<file path="src/rtl/alu_pkg.sv">
// Definitions shared by the ALU and its command parser: opcodes, sync byte, error causes, parser states.
package alu_pkg;

   localparam logic [7:0] ADD = 8'd1;
   localparam logic [7:0] SUB = 8'd2;
   localparam logic [7:0] MUL = 8'd3;
   localparam logic [7:0] DIV = 8'd4;

   localparam logic [7:0] SYNC_DEFAULT = 8'hA5;

   localparam logic [2:0] ERR_CHECKSUM = 3'd1;
   localparam logic [2:0] ERR_OPCODE   = 3'd2;
   localparam logic [2:0] ERR_DIVZERO  = 3'd3;
   localparam logic [2:0] ERR_TIMEOUT  = 3'd4;
   localparam logic [2:0] ERR_OVERRUN  = 3'd5;

   typedef enum logic [2:0] {
      ST_IDLE,
      ST_OPC,
      ST_NUM1,
      ST_NUM2,
      ST_CHK,
      ST_ISSUE,
      ST_WAIT
   } parserState_t;

   function automatic logic isKnownOp(input logic [7:0] op);
      return (op == ADD) || (op == SUB) || (op == MUL) || (op == DIV);
   endfunction

endpackage

</file>
<file path="src/rtl/byte_timeout.sv">
// Inter-byte watchdog: counts idle cycles while enabled and pulses o_expire after TIMEOUT of them.
module byte_timeout #(
   parameter int TIMEOUT = 1000
) (
   input  logic clk,
   input  logic reset,
   input  logic i_clear,
   input  logic i_enable,
   output logic o_expire
);

   localparam int CW = (TIMEOUT > 1) ? $clog2(TIMEOUT) : 1;
   localparam logic [CW-1:0] LAST = CW'(TIMEOUT - 1);

   logic [CW-1:0] r_count;

   // Counter restarts whenever a byte arrives or the frame is not in progress; it saturates at LAST.
   always_ff @(posedge clk or posedge reset) begin
      if (reset) begin
         r_count <= '0;
      end else if (i_clear || !i_enable) begin
         r_count <= '0;
      end else if (r_count != LAST) begin
         r_count <= r_count + CW'(1);
      end
   end

   // TIMEOUT of zero turns the watchdog off entirely.
   assign o_expire = (TIMEOUT != 0) && i_enable && !i_clear && (r_count == LAST);

endmodule

</file>
<file path="src/rtl/alu_cmd_parser.sv">
// Turns the host RX byte stream into validated ALU commands: SYNC, opcode, operands, checksum.
module alu_cmd_parser
   import alu_pkg::*;
#(
   parameter int         bitness = 8,
   parameter logic [7:0] SYNC    = SYNC_DEFAULT,
   parameter int         TIMEOUT = 1000
) (
   input  logic               clk,
   input  logic               reset,
   input  logic [7:0]         rx_data,
   input  logic               rx_valid,
   input  logic               alu_done,
   output logic [bitness-1:0] num_1,
   output logic [bitness-1:0] num_2,
   output logic [7:0]         op_code,
   output logic               o_ready,
   output logic               busy,
   output logic               err,
   output logic [2:0]         err_code
);

   localparam int NB = (bitness + 7) / 8;
   localparam int CW = (NB > 1) ? $clog2(NB) : 1;
   localparam logic [CW-1:0] LAST_BYTE = CW'(NB - 1);

   parserState_t       r_state, w_stateNext;
   logic [bitness-1:0] r_num1, w_num1Next;
   logic [bitness-1:0] r_num2, w_num2Next;
   logic [7:0]         r_opCode, w_opCodeNext;
   logic [7:0]         r_chk, w_chkNext;
   logic [CW-1:0]      r_byteCnt, w_byteCntNext;
   logic               r_ready, w_readyNext;
   logic               r_busy, w_busyNext;
   logic               r_err, w_errNext;
   logic [2:0]         r_errCode, w_errCodeNext;
   logic               w_frameActive;
   logic               w_timeout;

   assign w_frameActive = (r_state == ST_OPC) || (r_state == ST_NUM1) ||
                          (r_state == ST_NUM2) || (r_state == ST_CHK);

   byte_timeout #(.TIMEOUT(TIMEOUT)) u_byteTimeout (
      .clk      (clk),
      .reset    (reset),
      .i_clear  (rx_valid),
      .i_enable (w_frameActive),
      .o_expire (w_timeout)
   );

   // Next-state and registered-output logic; every output is registered so reset clears it at once.
   always_comb begin
      w_stateNext   = r_state;
      w_num1Next    = r_num1;
      w_num2Next    = r_num2;
      w_opCodeNext  = r_opCode;
      w_chkNext     = r_chk;
      w_byteCntNext = r_byteCnt;
      w_readyNext   = 1'b0;
      w_busyNext    = r_busy;
      w_errNext     = 1'b0;
      w_errCodeNext = r_errCode;

      case (r_state)
         ST_IDLE: begin
            if (rx_valid && rx_data == SYNC) begin
               w_stateNext = ST_OPC;
               w_busyNext  = 1'b1;
            end
         end
         ST_OPC: begin
            if (rx_valid) begin
               w_opCodeNext  = rx_data;
               w_chkNext     = rx_data;
               w_byteCntNext = '0;
               w_stateNext   = ST_NUM1;
            end
         end
         ST_NUM1: begin
            if (rx_valid) begin
               w_num1Next = bitness'({r_num1, rx_data});
               w_chkNext  = r_chk ^ rx_data;
               if (r_byteCnt == LAST_BYTE) begin
                  w_byteCntNext = '0;
                  w_stateNext   = ST_NUM2;
               end else begin
                  w_byteCntNext = r_byteCnt + CW'(1);
               end
            end
         end
         ST_NUM2: begin
            if (rx_valid) begin
               w_num2Next = bitness'({r_num2, rx_data});
               w_chkNext  = r_chk ^ rx_data;
               if (r_byteCnt == LAST_BYTE) begin
                  w_byteCntNext = '0;
                  w_stateNext   = ST_CHK;
               end else begin
                  w_byteCntNext = r_byteCnt + CW'(1);
               end
            end
         end
         ST_CHK: begin
            if (rx_valid) begin
               w_errNext   = 1'b1;
               w_busyNext  = 1'b0;
               w_stateNext = ST_IDLE;
               if (rx_data != r_chk) begin
                  w_errCodeNext = ERR_CHECKSUM;
               end else if (!isKnownOp(r_opCode)) begin
                  w_errCodeNext = ERR_OPCODE;
               end else if (r_opCode == DIV && r_num2 == '0) begin
                  w_errCodeNext = ERR_DIVZERO;
               end else begin
                  w_errNext   = 1'b0;
                  w_busyNext  = 1'b1;
                  w_readyNext = 1'b1;
                  w_stateNext = ST_ISSUE;
               end
            end
         end
         ST_ISSUE: begin
            w_stateNext = ST_WAIT;
            if (rx_valid) begin
               w_errNext     = 1'b1;
               w_errCodeNext = ERR_OVERRUN;
            end
         end
         ST_WAIT: begin
            if (alu_done) begin
               w_busyNext  = 1'b0;
               w_stateNext = ST_IDLE;
               if (rx_valid && rx_data == SYNC) begin
                  w_busyNext  = 1'b1;
                  w_stateNext = ST_OPC;
               end
            end else if (rx_valid) begin
               w_errNext     = 1'b1;
               w_errCodeNext = ERR_OVERRUN;
            end
         end
         default: begin
            w_stateNext = ST_IDLE;
            w_busyNext  = 1'b0;
         end
      endcase

      // The watchdog only fires in frame states on cycles without a byte, so it never races a parse.
      if (w_timeout) begin
         w_errNext     = 1'b1;
         w_errCodeNext = ERR_TIMEOUT;
         w_busyNext    = 1'b0;
         w_stateNext   = ST_IDLE;
      end
   end

   always_ff @(posedge clk or posedge reset) begin
      if (reset) begin
         r_state   <= ST_IDLE;
         r_num1    <= '0;
         r_num2    <= '0;
         r_opCode  <= '0;
         r_chk     <= '0;
         r_byteCnt <= '0;
         r_ready   <= 1'b0;
         r_busy    <= 1'b0;
         r_err     <= 1'b0;
         r_errCode <= '0;
      end else begin
         r_state   <= w_stateNext;
         r_num1    <= w_num1Next;
         r_num2    <= w_num2Next;
         r_opCode  <= w_opCodeNext;
         r_chk     <= w_chkNext;
         r_byteCnt <= w_byteCntNext;
         r_ready   <= w_readyNext;
         r_busy    <= w_busyNext;
         r_err     <= w_errNext;
         r_errCode <= w_errCodeNext;
      end
   end

   assign num_1    = r_num1;
   assign num_2    = r_num2;
   assign op_code  = r_opCode;
   assign o_ready  = r_ready;
   assign busy     = r_busy;
   assign err      = r_err;
   assign err_code = r_errCode;

endmodule

</file>
<file path="config.mk">
export PLATFORM = sky130hd
export DESIGN_NAME = alu_cmd_parser
export DESIGN_NICKNAME = d
export VERILOG_FILES = /design/src/rtl/alu_pkg.sv /design/src/rtl/byte_timeout.sv /design/src/rtl/alu_cmd_parser.sv
export SDC_FILE = /design/constraint.sdc
export NUM_CORES = 1
export LEC_CHECK = 0
export CAP_MARGIN = 15
export CORE_UTILIZATION = 48
export DETAILED_ROUTE_END_ITERATION = 12
export HOLD_SLACK_MARGIN = 0.05
export PLACE_DENSITY_LB_ADDON = 0.05
export SYNTH_ARGS = -nofsm -noshare
export SYNTH_HDL_FRONTEND = slang
export SYNTH_HIERARCHICAL = 1
export SYNTH_SLANG_ARGS = --single-unit
</file>
<file path="constraint.sdc">
create_clock -name clk -period 2.4 [get_ports clk]
set_clock_uncertainty 0.15 [all_clocks]
set_input_delay 0.24 -clock clk [delete_from_list [all_inputs] [get_ports clk]]
set_output_delay 0.24 -clock clk [all_outputs]
set_load 0.1 [all_outputs]
</file>
==> results.py <==
metrics = {
    "floorplanning": {
        "die_x_um": 75.5,
        "die_height_um": 75.5,
        "core_sq_um": 5140,
        "start_util_pct": 50.5,
        "dieArea_sq_um": 5700,
        "std_cell_rows": 26,
        "ios": 42,
    },
    "synth": {
        "yosys_warnings": 6,
        "synthTopCellsByArea": "dfrtp_1 (49%), mux2_2 (10%), nand2_1 (3.9%)",
        "async_flop_share_pct": 100,
        "postSynthAreaPerCell_sq_um": 10.9,
        "dominantRegCellSynth": "dfrtp_1",
        "synth_seq_cells": 51,
        "syn-num-nets": 250,
        "synthDistinctLibCells": 59,
        "synth_top_area_share_pct": 49.2,
        "synthCells": 237,
        "netlist_area_sq_um": 2590,
        "synth_area_leader_cell": "dfrtp_1",
        "ys_seq_area_share_pct": 49.2,
        "synth_edf_count": 0,
    },
    "global_route": {
        "antenna_found_initial": 0,
        "grt_usage_pct": 22.9,
        "grt_pass1_wl_um": 9650,
        "overflow": 0,
        "grt_pass1_vias": 1985,
        "grt_max_degree": 42,
    },
    "routing": {
        "viasPerCell": 5.38,
        "dr.pass1.iters": 4,
        "drt_iter0_markers": 124,
        "ant_nets": 0,
        "wire_per_inst_um": 15.5,
        "post-route-drc-count": 0,
        "drt_wl_total_um": 5820,
        "vias": 2022,
    },
    "cts": {
        "path_clk_slew_ns": 0.09,
        "max-clock-path-buffers": 2,
        "htreeDepth": 2,
        "cts_buffers": 5,
        "cts_hold_buffers": 0,
        "cts_sinks": 51,
        "cts_tree": "yes",
        "cts-root-buf": "clkbuf_8",
        "clk_latency_ns": 0.31,
    },
    "timing": {
        "worst_slew_pin_slew_ns": 0.695,
        "hold_viol": 0,
        "fin_crit_sh_pct": 93.3,
        "setup_tns_ns": 0,
        "slew_headroom_pct": 53.1,
        "timing.final.ws_setup_ns": 0.161,
        "rsz0062_at_grt": "false",
        "period_needed_ns": 2.24,
        "max_freq_mhz": 447,
        "slew_viol_final": 0,
        "setup_viol": 0,
    },
    "setup_path": {
        "crit_type": "flop to flop",
        "path_buf_inv": 1,
        "slowest_stage": "dfrtp_1",
        "cp_cell_sequence": "nor2_1 > xnor2_1 > or2b_2 > nor4_4 > a31oi_1 > o41ai_1 > a31oi_4 > buf_4 > a32o_1",
        "rrSetupSlack_ns": 0.16,
        "end_kind": "flop",
        "arrival_ns": 2.28,
        "critPathLaunchType": "flop",
        "critPathTopFamily": "simple AND/OR/NAND/NOR gates",
        "required_ns": 2.44,
        "slowest_delay_ns": 0.38,
        "crit_fanout": 2,
    },
    "cells_and_area": {
        "stdcell_area_sq_um": 3310,
        "antenna_cells": 0,
        "nets": 318,
        "stdcell_count": 376,
        "layout-drive-gt1-share_pct": 39.9,
        "synthToLayoutAreaGrowth_pct": 27.7,
    },
    "flow_run": {
        "maxCapViolations": 0,
    },
    "placed_design": {
        "dpl_worst_slack_ns": 0.0190,
        "post_dp_cell_area_sq_um": 3190,
        "gp_congestion": 0.911,
        "dp.final_hpwl_um": 4220,
        "dp.cells": 366,
        "numPortBuffers": 41,
    },
    "status": {
        "status": "complete, no violations",
    },
    "hold_path": {
        "hp-class": "input port to asynchronous set/reset pin",
    },
}
## Yosys cell counts, drive strengths merged (2+ instances only)
cell / instances
nor4: 5
a31oi: 3
nand2: 28
a311oi: 2
o31ai: 3
clkbuf: 3
nor3: 5
dfrtp: 51
o21ai: 6
nor4b: 2
xor2: 9
nor2: 12
or3: 4
nand4: 7
mux2: 25
or2: 2
or4: 4
inv: 7
xnor2: 9
o41ai: 2
nand3: 4
a21oi: 15
nor2b: 3
buf: 4
## final cells by class
type                    count  area [sq um]
multi-input cells         172          1270
well taps                  70          87.6
inverters                   7          26.3
fillers                   469          1830
repair buffers             68           551
flip-flops and latches     51          1290
clock buffers               5          68.8
clock inverters             3          18.8
## sequential cells by signal (all words and copies together), names as in the netlist
| register | count |
|---|---|
| busy | 1 |
| u_byteTimeout/r_count | 10 |
| r_chk | 8 |
| o_ready | 1 |
| num_2 | 8 |
| num_1 | 8 |
| op_code | 8 |
| err_code | 3 |
| r_state | 3 |
| err | 1 |
## repair_timing
| item | 4_1_cts | 5_1_grt |
|---|---|---|
| resized for setup | 0 | 1 |
| buffers inserted | 0 | 2 |
| endpoints found under the setup margin | 0 | 2 |
## through the flow
stage	utilization, %	hold WS, ns
floorplan	-	-0.0698
global placement	62.0	0.343
detailed placement	62.0	0.348
CTS	63.8	0.0923
global route	64.5	0.102
finish	64.5	0.0914
## final timing paths
path,startpoint,cells past startpoint,endpoint
max,r_state[0]$_DFFE_PP0P_,9,err_code[1]$_DFFE_PP0P_
min,reset,2,u_byteTimeout/r_count[7]$_DFFE_PP0P_
max reg2reg,r_state[0]$_DFFE_PP0P_,9,err_code[1]$_DFFE_PP0P_
min reg2reg,num_1[0]$_DFFE_PP0P_,1,num_1[0]$_DFFE_PP0P_
max in group asynchronous,reset,3,num_2[5]$_DFFE_PP0P_
min in group clk,num_1[0]$_DFFE_PP0P_,1,num_1[0]$_DFFE_PP0P_
## kinds of logic after synthesis
| group | share of synthesized area (%) |
|---|---|
| simple gates | 19.2 |
| flops | 49.2 |
| compound gates | 10.9 |
| mux | 11.4 |
| xor+xnor | 6.37 |
| buf+inv | 2.46 |
| fa+ha+maj | 0.482 |
## per-layer routing
layer / vias to the layer above / wire length (um) / global-route usage, %
li1: 990 / - / -
met1: 980 / 2740 / 31.0
met2: 46 / 2810 / 37.2
met3: 6 / 172 / 4.50
met4: 0 / 90 / 7.61
met5: - / 0 / 0
## layout by cell type (no fill, tap or decap), types with 3 or more instances in the layout
master / netlist / final
nor2_1: 11 / 11
nand3_1: 3 / 3
nor2b_1: 3 / 3
mux2_2: 24 / 24
nor3_1: 5 / 5
clkdlybuf4s50_1: 0 / 11
xor2_1: 9 / 9
inv_1: 7 / 7
o31ai_1: 3 / 3
buf_4: 0 / 56
o21ai_0: 6 / 6
a21oi_1: 15 / 15
clkbuf_8: 0 / 5
xnor2_1: 8 / 8
dfrtp_1: 51 / 38
nand2_1: 27 / 27
nand4_1: 6 / 6
dfrtp_2: 0 / 13
nor4_1: 4 / 3
## worst register-to-register path, stage by stage (launching register included)
cell and delay (ns):
dfrtp_1 0.38, nor2_1 0.18, xnor2_1 0.13, or2b_2 0.35
nor4_4 0.31, a31oi_1 0.07, o41ai_1 0.14, a31oi_4 0.06
buf_4 0.17, a32o_1 0.20
Power is left out: the tool's default activity adds up to more than one toggle a clock period on the data nets, which glitch-free logic cannot reach.
==> variant: new RTL, same settings <==
Reset style: synchronous (`reset`), changed in 2 clocked blocks.
--- a/src/rtl/byte_timeout.sv
+++ b/src/rtl/byte_timeout.sv
@@ -17,3 +17,3 @@
    // Counter restarts whenever a byte arrives or the frame is not in progress; it saturates at LAST.
-   always_ff @(posedge clk or posedge reset) begin
+   always_ff @(posedge clk) begin
       if (reset) begin
--- a/src/rtl/alu_cmd_parser.sv
+++ b/src/rtl/alu_cmd_parser.sv
@@ -156,3 +156,3 @@
 
-   always_ff @(posedge clk or posedge reset) begin
+   always_ff @(posedge clk) begin
       if (reset) begin
Behaviour: differs if reset is asserted again (counterexample within 4 cycles, from zero or initial values and one cycle with reset high); with reset held inactive, the same outputs for 10 cycles.
==> variant against the unedited design <==
Non-clock buffer count decreased by 6; area after synthesis down 5.0%; final area fell by 7.1%; setup slack better by 0.071 ns; wire length up 1.5%; global-route usage increased by 0.85 points; sequential cell count stayed put.
Power is left out: it rests on default switching activity, and per cell area and clock period it moved more than threefold.
==> variant: results (changes against the unedited design) <==
- Final core occ: 0.6392 (-0.005375)
- Max FO, Critical Path: 5 (+3)
- Vias in the first global route: 2005 (+1.0%)
- Register with the most flip-flops: u_byteTimeout/r_count
- Routed WL per cell: 13.73 um (-11%)
- CP max stage delay: 0.40 ns (+0.02 ns)
- Fin nets: 375 (+18%)
- Fraction of synthesized area in multiplexers: 0.01676 (-0.09708)
- Post-synth ARST share: 0 (-1.000)
- R2R Setup Slk: 0.23 ns (+0.07 ns)
- CP startpoint: u_byteTimeout/r_count[0]
- Worst path slowest cell: dfxtp_1
- Seq/total area: 0.3340 (-0.05609)
- Buffer share of cell area: 0.1601 (-0.006065)
- Multi-input gate share of total cell area: 0.4429 (+0.05998)
- Fin crit share: 0.9036 (-0.02946)
- FF-to-FF Start: u_byteTimeout/r_count[0]
- Min-delay worst type: reg2reg
- Outcome: finished clean
- Most frequent cells after synthesis: nand2_1, dfxtp_1, a21oi_1, nor2_1, xnor2_1
- Seq cells: 51 (unchanged)
- Syn_nets: 322 (+29%)
- Slew HR: 0.6293 (+0.09853)
- Cell count after placement: 422 (+15%)
- Syn Inst Count: 309 (+30%)
- Dpl ws: 0.07503 ns (+0.05599 ns)
- Fill count: 476 (+1.5%)
- Hpwl dp: 4479 um (+6.2%)
- Clock buf/inv share: 0.03088 (+0.004447)
- Post-Synth XOR/XNOR Area: 0.07110 (+0.007426)
- WP data arrival: 2.22 ns (-0.06 ns)
- Yosys cell types: 50 (-15%)
- All-Layer GR Usage: 0.2378 (+0.008497)
- R2r endpoint: busy
- Ratio of cells with drive above 1 in the final layout: 0.2204 (-0.1783)
- Main synth FF type: dfxtp_1
- Post-synthesis adder-cell area fraction: 0.005079 (+0.0002548)
- Placer congestion estimate: 0.8467 (-7.1%)
- First-pass GRT wire length: 9873 um (+2.3%)
- Vias/cell: 5.393 (+0.29%)
- Synth area leaders: dfxtp_1, nand2_1, a21oi_1, xnor2_1, nor2_1
- Area after DPL: 2984 sq um (-6.4%)
==> variant: changes by cell type after synthesis, sizes merged, moves of 4 or more <==
cell / change
a21oi: +20
clkbuf: +8
dfrtp: -51
dfxtp: +51
mux2: -24
nand2: +49
nor2: +8
nor4: -4
xnor2: +9
xor2: -7
==> variant: worst min path at each step <==
stage                  endpoint  slack [ns]  cells past startpoint
floorplan            op_code[0]        0.22                      2
global placement    err_code[1]        0.30                      2
detailed placement     num_1[4]        0.30                      2
CTS                    num_1[4]        0.31                      2
global route           num_1[4]        0.33                      2
finish                 num_1[4]        0.31                      2
==> variant: worst max-delay path, delay by kind of cell (launching register included) <==
family	cells	cell delay (ns)
AOI/OAI and AO/OA	2	0.18
adders and majority gates	1	0.25
buffers and inverters	1	0.18
DFF	1	0.40
and+or+nand+nor	5	0.92
==> variant: routing by layer <==
layer,share of wire,vias to the layer above,track usage
met5,0,-,0
met3,0.050,6,0.04115
met2,0.45,55,0.3670
li1,-,1177,-
met1,0.49,1081,0.3461
met4,0.0090,0,0.05128
